## src/rtl/mem_stage.sv

```systemverilog
// mem_stage: memory-access pipeline stage.
// Accepts one execute result at a time. ALU results pass straight to writeback.
// Loads and stores are issued on a req/gnt data-memory port, with lane steering
// for byte/half stores and lane extraction plus sign/zero extension for loads.
// Optional build macro MEM_MISALIGN_CHECK_EN: a misaligned half/word access
// issues no memory request and completes with M_misalign_o=1 and the faulting
// address on M_valM_o. Without the macro, the offending low address bits of a
// half/word access are ignored.
module mem_stage #(
    parameter int XLEN = 32
) (
    input  logic            clk_i,
    input  logic            rst,
    input  logic            E_valid_i,
    output logic            E_ready_o,
    input  logic [XLEN-1:0] E_valE_i,
    input  logic [XLEN-1:0] E_rs2_data_i,
    input  logic            E_load_i,
    input  logic            E_store_i,
    input  logic [2:0]      E_funct3_i,
    output logic            dmem_req_o,
    output logic            dmem_we_o,
    output logic [XLEN-1:0] dmem_addr_o,
    output logic [3:0]      dmem_wstrb_o,
    output logic [XLEN-1:0] dmem_wdata_o,
    input  logic            dmem_gnt_i,
    input  logic            dmem_rvalid_i,
    input  logic [XLEN-1:0] dmem_rdata_i,
    output logic            M_valid_o,
    output logic [XLEN-1:0] M_valM_o,
    output logic            M_misalign_o,
    input  logic            W_ready_i
);

    typedef enum logic [1:0] {IDLE, REQ, WAIT, HOLD} state_t;

    state_t          r_state;
    state_t          w_state_nxt;
    logic [XLEN-1:0] r_addr;
    logic [XLEN-1:0] r_wdata;
    logic [2:0]      r_funct3;
    logic            r_store;
    logic [XLEN-1:0] r_valM;
    logic [XLEN-1:0] w_valM_nxt;
    logic            w_valM_we;
    logic            w_latch;
    logic            w_mem_op;
    logic            w_mis_in;
    logic [1:0]      w_off;
    logic [3:0]      w_strb;
    logic [XLEN-1:0] w_st_data;
    logic [7:0]      w_byte;
    logic [15:0]     w_half;
    logic [XLEN-1:0] w_load_data;

    assign w_mem_op = E_load_i | E_store_i;

`ifdef MEM_MISALIGN_CHECK_EN
    logic r_misalign;

    // Alignment check on the incoming effective address (funct3[1:0]: 01 half, 1x word)
    always_comb begin
        w_mis_in = 1'b0;
        if (E_funct3_i[1:0] == 2'b01)
            w_mis_in = E_valE_i[0];
        else if (E_funct3_i[1])
            w_mis_in = (E_valE_i[1:0] != 2'b00);
    end

    // Misalign flag captured alongside the result; only a faulting transfer from IDLE sets it
    always_ff @(posedge clk_i or posedge rst) begin
        if (rst)
            r_misalign <= 1'b0;
        else if (w_valM_we)
            r_misalign <= (r_state == IDLE) && w_mem_op && w_mis_in;
    end

    assign M_misalign_o = r_misalign;
`else
    assign w_mis_in     = 1'b0;
    assign M_misalign_o = 1'b0;
`endif

    // State register
    always_ff @(posedge clk_i or posedge rst) begin
        if (rst)
            r_state <= IDLE;
        else
            r_state <= w_state_nxt;
    end

    // Next-state and result-capture decisions
    always_comb begin
        w_state_nxt = r_state;
        w_latch     = 1'b0;
        w_valM_we   = 1'b0;
        w_valM_nxt  = r_valM;
        case (r_state)
            IDLE: begin
                if (E_valid_i) begin
                    if (!w_mem_op || w_mis_in) begin
                        w_state_nxt = HOLD;
                        w_valM_we   = 1'b1;
                        w_valM_nxt  = E_valE_i;
                    end else begin
                        w_state_nxt = REQ;
                        w_latch     = 1'b1;
                    end
                end
            end
            REQ: begin
                if (dmem_gnt_i) begin
                    if (r_store) begin
                        w_state_nxt = HOLD;
                        w_valM_we   = 1'b1;
                        w_valM_nxt  = '0;
                    end else begin
                        w_state_nxt = WAIT;
                    end
                end
            end
            WAIT: begin
                if (dmem_rvalid_i) begin
                    w_state_nxt = HOLD;
                    w_valM_we   = 1'b1;
                    w_valM_nxt  = w_load_data;
                end
            end
            HOLD: begin
                if (W_ready_i)
                    w_state_nxt = IDLE;
            end
            default: w_state_nxt = IDLE;
        endcase
    end

    // Transaction latch: address, store data, size and direction (store wins over load)
    always_ff @(posedge clk_i or posedge rst) begin
        if (rst) begin
            r_addr   <= '0;
            r_wdata  <= '0;
            r_funct3 <= '0;
            r_store  <= 1'b0;
        end else if (w_latch) begin
            r_addr   <= E_valE_i;
            r_wdata  <= E_rs2_data_i;
            r_funct3 <= E_funct3_i;
            r_store  <= E_store_i;
        end
    end

    // Result register presented to writeback
    always_ff @(posedge clk_i or posedge rst) begin
        if (rst)
            r_valM <= '0;
        else if (w_valM_we)
            r_valM <= w_valM_nxt;
    end

    // Effective byte lane: half ignores addr[0], word ignores addr[1:0]
    always_comb begin
        case (r_funct3[1:0])
            2'b00:   w_off = r_addr[1:0];
            2'b01:   w_off = {r_addr[1], 1'b0};
            default: w_off = 2'b00;
        endcase
    end

    // Store lane steering and data replication
    always_comb begin
        case (r_funct3[1:0])
            2'b00: begin
                w_strb    = 4'b0001 << w_off;
                w_st_data = {(XLEN/8){r_wdata[7:0]}};
            end
            2'b01: begin
                w_strb    = 4'b0011 << w_off;
                w_st_data = {(XLEN/16){r_wdata[15:0]}};
            end
            default: begin
                w_strb    = 4'b1111;
                w_st_data = r_wdata;
            end
        endcase
    end

    // Load lane extraction with sign/zero extension (funct3[2] selects unsigned)
    always_comb begin
        case (w_off)
            2'b00:   w_byte = dmem_rdata_i[7:0];
            2'b01:   w_byte = dmem_rdata_i[15:8];
            2'b10:   w_byte = dmem_rdata_i[23:16];
            default: w_byte = dmem_rdata_i[31:24];
        endcase
        w_half = w_off[1] ? dmem_rdata_i[31:16] : dmem_rdata_i[15:0];
        case (r_funct3[1:0])
            2'b00:   w_load_data = {{(XLEN-8){~r_funct3[2] & w_byte[7]}}, w_byte};
            2'b01:   w_load_data = {{(XLEN-16){~r_funct3[2] & w_half[15]}}, w_half};
            default: w_load_data = dmem_rdata_i;
        endcase
    end

    // Memory port is driven only while requesting, so it reads as zero elsewhere
    always_comb begin
        dmem_req_o   = (r_state == REQ);
        dmem_we_o    = 1'b0;
        dmem_addr_o  = '0;
        dmem_wstrb_o = '0;
        dmem_wdata_o = '0;
        if (r_state == REQ) begin
            dmem_we_o    = r_store;
            dmem_addr_o  = {r_addr[XLEN-1:2], 2'b00};
            dmem_wstrb_o = w_strb;
            dmem_wdata_o = w_st_data;
        end
    end

    assign E_ready_o = (r_state == IDLE);
    assign M_valid_o = (r_state == HOLD);
    assign M_valM_o  = r_valM;

endmodule

```

## config.mk

```make
export PLATFORM = sky130hd
export DESIGN_NAME = mem_stage
export DESIGN_NICKNAME = d
export VERILOG_FILES = /design/src/rtl/mem_stage.sv
export SDC_FILE = /design/constraint.sdc
export NUM_CORES = 1
export LEC_CHECK = 0
export ABC_AREA = 1
export CORE_UTILIZATION = 45
export DETAILED_ROUTE_END_ITERATION = 12
export GPL_ROUTABILITY_DRIVEN = 0
export PLACE_DENSITY_LB_ADDON = 0.3
export SYNTH_ARGS = -nofsm -noshare
export SYNTH_HDL_FRONTEND = slang
export SYNTH_SLANG_ARGS = --single-unit
```

## constraint.sdc

```tcl
create_clock -name clk_i -period 4.1 [get_ports clk_i]
set_input_delay 1.025 -clock clk_i [delete_from_list [all_inputs] [get_ports clk_i]]
set_output_delay 1.025 -clock clk_i [all_outputs]
set_load 0.01 [all_outputs]
```

**Word-level counts from Yosys, hierarchy flattened**

Index checks and enable logic that the tools add are counted.

- Shift-type cells: 2
- Multiplexer cells: 32
- Equal/unequal tests: 12
- Bitwise logic cells: 4
- Reduce and logical (&&, ||, !) cells: 6

Operators with widths:

| operator | count |
|---|---|
| $mux W32 | 7 |
| $pmux W32 S2 | 2 |
| $pmux W32 S3 | 1 |
| $pmux W8 S3 | 1 |
| $mux W16 | 1 |
| $mux W1 | 10 |
| $mux W2 | 5 |
| $pmux W2 S4 | 1 |
| $pmux W4 S2 | 1 |
| $reduce_and A7 Y1 | 1 |
| $eq A2 B1 Y1 const B | 3 |
| $eq A2 B2 Y1 const B | 3 |
| $logic_not A2 Y1 | 3 |
| $ne A2 B1 Y1 const B | 3 |
| $ne A2 B2 Y1 const B | 3 |
| $mux W4 | 1 |
| $pmux W2 S2 | 1 |
| $reduce_and A4 Y1 | 1 |
| $shl A1 B2 Y4 const A | 1 |
| $shl A2 B2 Y4 const A | 1 |
| $pmux W1 S3 | 1 |
| $reduce_bool A3 Y1 | 1 |
| $and A1 B1 Y1 | 2 |
| $not A1 Y1 | 1 |
| $or A1 B1 Y1 | 1 |

- Bits of input ports: 107
- Register bits: 102

**Depth between registers and ports, before layout**

Gate-level depths: netlist of the first run.

- Depth after elaboration: 8
- Gate-level depth with buffers: 11
- Depth with buffers taken out: 11

**Least setup slack after synthesis of the first run**

Ideal clock, no wire load.

- Path kind: reg-to-output
- Start: reg r_state[1]
- End: out dmem_wdata_o[22]
- Path buffers: 2
- Slack: 1.533 ns
- Data arrival time: 1.542 ns
- Cell stages (with the launch flop): 7
- Cell sequence: dfrtp_1 inv_1 ha_1 clkbuf_1 clkbuf_1 o21ai_0 nor2_1

- Word-level cells in the longest chain between the ends: 2

Ends and longest elaborated chain:

| element | line | source |
|---|---|---|
| start: declaration | 37 | `state_t r_state;` |
| start signal: assignment | 89 | `r_state <= w_state_nxt;` |
| $eq A2 B1 Y1 | - |  |
| named net dmem_req_o | 21 | `output logic dmem_req_o,` |
| $mux W32 | 210 | `if (r_state == REQ) begin` |
| end: declaration | 25 | `output logic [XLEN-1:0] dmem_wdata_o,` |

The timed path passes the listed nets, and every way through them passes these cells.

**Worst setup path in the final report of the first run**

- Start: reg r_state[1]
- End: out dmem_wdata_o[8]

- Word-level cells in the longest chain between the ends: 2

Ends and longest elaborated chain:

| element | line |
|---|---|
| $eq A2 B1 Y1 | 210 |
| $mux W32 | 210 |

No other way between the ends.

==> impl_metrics.ini, run 1 <==
[yosys]
synth_edf_count = 0
netlist_area_um2 = 5690
synthCells = 741
synth_sequential_area_ratio = 0.449
async_flop_share = 1.00
yosysWarnings = 0
synth.distinct_cells = 33
avgSynthCellArea_um2 = 7.67
ys_seq_elements = 102
synth_ff_type = dfrtp_1

[worst_setup_path]
cp-end-kind = output port
rr_worst_depth = 9
critPathKind = reg2out
endpoint = dmem_wdata_o[8]
path_depth = 6
required_ps = 3070
cp-start-kind = flop
timing.reg2reg.setup_slack_ps = 1630
worstPathArrival_ps = 2560
critPathTopFamily = buffers and inverters
cp_slowest_cell = clkdlybuf4s50_1
reg2reg_to = M_valM_o[23]
startpoint = r_state[1]
cp_num_buf_inv = 3
r2r-start = r_state[1]
cp_max_fo = 25
crit_chain = inv_1, ha_2, buf_4, o21ai_0, a21oi_1, clkdlybuf4s50_1
worst_path_largest_cell_delay_ps = 560

[timing]
relSlewSlack = 0.320
max_freq_mhz = 279
rsz0062_at_grt = no
fin_setup_tns_ps = 0
period_needed_ps = 3590
hold_violations = 0
fin_crit_sh = 0.875
fin_worst_skew_ps = 4.82
fin_ws_ps = 511
setup_violations = 0
drv_slew = 0
worstMarginPinSlew_ps = 1020

[layout]
antennaDiodeCount = 0
areaGrowthSynthToFinish_pct = 42.4
fin_area_um2 = 8100
finalCoreUtilization = 0.666
fillers = 1067
drive_gt1_frac = 0.0905
nets = 1037
layoutNonFillerInstCount = 1096
final_common_cell = clkdlybuf4s50_1
layout_common_cells = clkdlybuf4s50_1, nor2_1, nand2_1

[floorplan]
ioPinCount = 212
rows = 40
die-area_um2 = 13100
initial_core_util = 0.468
coreArea_um2 = 12200
fp.dieH_um = 114
dieWidth_um = 114

[place]
dp_slack_ps = 855
dp.cells = 1083
dpl-instance-area_um2 = 7840
dp_hpwl_mm = 12.2
numPortBuffers = 208

[cts]
cts.clk_slew.worst_paths_ps = 60
cts-hold-fix-buffers = 0
cts-resized-gates = 0
cts_sinks = 102
cts-buffers-inserted = 9
clk-insertion-delay-late_ps = 340
tritoncts = built
ctsLongestPathBuffers = 2
root_buffer = clkbuf_16
cts.htree.levels = 3
cts_setup_buffers = 0

[grt]
grt_max_degree = 99
grt_use_total = 0.259
grt_first_pass_wirelength_mm = 26.2
grt_pass1_vias = 5179
antenna_found_initial = 1
overflow = 0

[pwr]
p_sw_uw = 2430
pwr-share-seq = 0.315
p_comb_frac = 0.553
p_leak_uw = 0.00385
ir_drop_mv = 0.411
p_int_uw = 3530
switching_share = 0.407
clockPowerShare = 0.132
p_per_area_nw_per_um2 = 736

[routing]
dr.pass1.iters = 5
via_per_inst = 4.98
num_vias = 5461
detail_route.wl_per_cell_um = 15.0
drt_wl_total_mm = 16.4
antenna_left = 0
drt_first_iter_violations = 312
drc = 0

[worst_hold_path]
hold_class = reg2reg

[flow_run]
cap_violations = 0

[outcome]
status = finished, final reports clean
==> how the worst min path moves through the flow <==
stage          cells past startpoint        start          end  slack (ps)
2_1_floorplan                      2   r_addr[22]   r_addr[22]         450
3_3_place_gp                       2  M_valM_o[0]  M_valM_o[0]         460
3_5_place_dp                       2  M_valM_o[0]  M_valM_o[0]         470
4_1_cts                            2   r_addr[27]   r_addr[27]         490
5_1_grt                            2   r_addr[26]   r_addr[26]         500
6_report                           2   r_addr[29]   r_addr[29]         490
==> routing by layer <==
metal	up-vias	share of wire	track usage
li1	2701	-	-
met1	2511	0.40	0.310
met2	208	0.49	0.433
met3	41	0.083	0.0672
met4	0	0.033	0.129
met5	-	0	0
==> registers in the layout (all words and copies together), names as in the netlist <==
register	flops
r_funct3	3
r_state	2
r_wdata	32
r_addr	32
r_store	1
M_valM_o	32
==> power by group through the flow <==
stage,Combinational [uW],Clock [uW],Sequential (uW)
detailed placement,3310,0,1890
global route,3640,842,1940
global placement,3260,0,1880
CTS,3330,796,1880
finish,3300,785,1880
floorplan,1910,0,1840
==> logic make-up (layout without fill, tap and decap cells) <==
logic type / count (synthesis) / in the layout / share of synthesized area
compound gates: 141 / 141 / 0.139
mux: 38 / 38 / 0.0752
simple gates: 313 / 313 / 0.222
other cells: 1 / 3 / 0.000659
flops: 102 / 102 / 0.449
buf+inv: 142 / 327 / 0.105
fa+ha+maj: 4 / 4 / 0.00880
==> per-stage QoR <==
stage	total power (uW)	hold slack, ps
after global routing	6430	500
after CTS	6000	488
after detailed placement	5200	472
final	5960	485
after global placement	5140	464
after floorplan	3760	453
==> cells in the mapped netlist, types with 4 or more instances <==
master / count / area [um^2]
inv_1: 94 / 353
o22ai_1: 10 / 62.6
clkbuf_1: 19 / 71.3
dfrtp_1: 102 / 2550
a31oi_1: 7 / 43.8
o211ai_1: 8 / 60.1
nand3_1: 12 / 60.1
a21oi_1: 44 / 220
a21oi_2: 10 / 87.6
o21ai_0: 60 / 300
nor2_1: 155 / 582
mux2_2: 38 / 428
nand2_1: 133 / 499
buf_2: 17 / 85.1
ha_1: 4 / 50.1
==> final cells by class <==
type | count | area [um^2] | area share
Tap cell | 168 | 210 | 0.0260
Clock inverter | 1 | 7.51 | 0.000927
Inverter | 98 | 375 | 0.0463
Sequential cell | 102 | 2550 | 0.315
Multi-Input combinational cell | 499 | 2550 | 0.315
Timing Repair Buffer | 216 | 2140 | 0.264
Clock buffer | 12 | 256 | 0.0317
==> worst register-to-register path: cells and delay by family, from the launching register on <==
kind	cells	cell delay [ps]
buf+inv	3	690
fa+ha+maj	1	550
compound gates	2	430
flops	1	410
simple gates	3	330
No activity file was read; power rests on OpenSTA's default activity.
==> inputs of run 2 (changes only) <==
--- a/config.mk
+++ b/config.mk
@@ -10,6 +10,7 @@
 export DETAILED_ROUTE_END_ITERATION = 12
 export GPL_ROUTABILITY_DRIVEN = 0
 export PLACE_DENSITY_LB_ADDON = 0.3
+export RECOVER_POWER = 50
 export SYNTH_ARGS = -nofsm -noshare
 export SYNTH_HDL_FRONTEND = slang
 export SYNTH_SLANG_ARGS = --single-unit
==> run 2 against run 1 <==
Effect of this change: design area fell by 0.12%; first-iteration DRC count stayed put; global-route usage did not move; routed wire length grew 0.15%; worst hold slack worse by 5.4 ps; sequential power about the same; critical endpoint is now dmem_wdata_o[15].
==> impl_metrics.ini, run 2 (same netlist as run 1, synthesis figures left out) <==
[cts]
cts-resized-gates = 0
tritoncts = built
cts.htree.levels = 3
cts.clk_slew.worst_paths_ps = 70
ctsLongestPathBuffers = 2
cts_setup_buffers = 0
cts_sinks = 102
cts-hold-fix-buffers = 0
cts-buffers-inserted = 9
clk-insertion-delay-late_ps = 340
root_buffer = clkbuf_16

[routing]
detail_route.wl_per_cell_um = 15.0
drc = 0
dr.pass1.iters = 5
antenna_left = 0
drt_first_iter_violations = 312
via_per_inst = 5.00
drt_wl_total_mm = 16.4
num_vias = 5485

[pwr]
pwr-share-seq = 0.317
p_leak_uw = 0.00385
p_comb_frac = 0.549
p_sw_uw = 2420
ir_drop_mv = 0.411
p_int_uw = 3470
p_per_area_nw_per_um2 = 728
switching_share = 0.411
clockPowerShare = 0.133

[layout]
antennaDiodeCount = 0
final_common_cell = clkdlybuf4s50_1
areaGrowthSynthToFinish_pct = 42.2
layout_common_cells = clkdlybuf4s50_1, nor2_1, nand2_1
layoutNonFillerInstCount = 1096
drive_gt1_frac = 0.0873
nets = 1037

[grt]
antenna_found_initial = 1
grt_first_pass_wirelength_mm = 26.2
overflow = 0
grt_max_degree = 99
grt_pass1_vias = 5179
grt_use_total = 0.259

[timing]
period_needed_ps = 3590
fin_setup_tns_ps = 0
rsz0062_at_grt = no
fin_crit_sh = 0.875
hold_violations = 0
fin_worst_skew_ps = 5.58
setup_violations = 0
worstMarginPinSlew_ps = 1440
relSlewSlack = 0.0431
max_freq_mhz = 279
drv_slew = 0

[worst_setup_path]
rr_worst_depth = 11
cp_max_fo = 23
critPathKind = reg2out
required_ps = 3070
cp-end-kind = output port
worstPathArrival_ps = 2560
cp-start-kind = flop
timing.reg2reg.setup_slack_ps = 1410

[floorplan]
dieWidth_um = 114
coreArea_um2 = 12200
initial_core_util = 0.468
rows = 40
fp.dieH_um = 114
ioPinCount = 212
die-area_um2 = 13100

[place]
dp.cells = 1083
numPortBuffers = 208
dp_hpwl_mm = 12.2

[worst_hold_path]
hold_class = reg2reg
whs_path_depth = 2

[outcome]
status = finished, final reports clean

[flow_run]
cap_violations = 0
==> run 2: changes by cell type in the layout (fill, tap and decap cells not counted), sizes merged <==
cell	before	now
clkbuf	12	14
buf	8	6
clkdlybuf4s50	208	173
dlygate4sd3	0	35
==> run 2: final timing paths <==
path | from | end
max | r_funct3[1] | dmem_wdata_o[15]
min | M_valM_o[0] | M_valM_o[0]
max reg2reg | r_state[1] | M_valM_o[2]
min reg2reg | M_valM_o[0] | M_valM_o[0]
max in group asynchronous | rst | M_valM_o[16]
min in group asynchronous | rst | r_addr[0]
==> run 2: stage by stage <==
step / power (uW) / cell area (um^2) / setup slack (ps) / util / hold slack (ps)
floorplan: 3760 / 5690 / 400 / - / 453
global placement: 5140 / 7840 / 898 / 0.644 / 464
detailed placement: 5200 / 7840 / 855 / 0.644 / 472
CTS: 6000 / 8100 / 499 / 0.666 / 488
global route: 6360 / 8090 / 316 / 0.665 / 500
finish: 5890 / 8090 / 511 / 0.665 / 480
==> run 2: worst max-delay path: stages, from the launching register on <==
cell and delay [ps]:
dfrtp_1 640, buf_4 360, nor2_1 100, inv_1 260
o22ai_1 140, nor3_1 150, clkdlybuf4s50_1 570
==> run 2: layer usage <==
metal  vias to the layer above  track usage  share of wire  wire [um]
li1                       2698            -              -          -
met1                      2511        0.310           0.40       6500
met2                       233        0.433           0.49       7970
met3                        43       0.0672          0.085       1390
met4                         0        0.129          0.034        558
met5                         -            0              0          0
==> run 2: power by group through the flow <==
stage | Combinational (uW) | Sequential, uW | Clock [uW]
6_report | 3240 | 1870 | 784
5_1_grt | 3580 | 1930 | 842
4_1_cts | 3330 | 1880 | 796
3_5_place_dp | 3310 | 1890 | 0
3_3_place_gp | 3260 | 1880 | 0
2_1_floorplan | 1910 | 1840 | 0
==> run 2: cell type report <==
class,count,area (um^2)
Timing Repair Buffer,216,2130
Clock buffer,12,256
Sequential cell,102,2550
Clock inverter,1,7.51
Multi-Input combinational cell,499,2550
Fill cell,1069,4070
Tap cell,168,210
Inverter,98,373
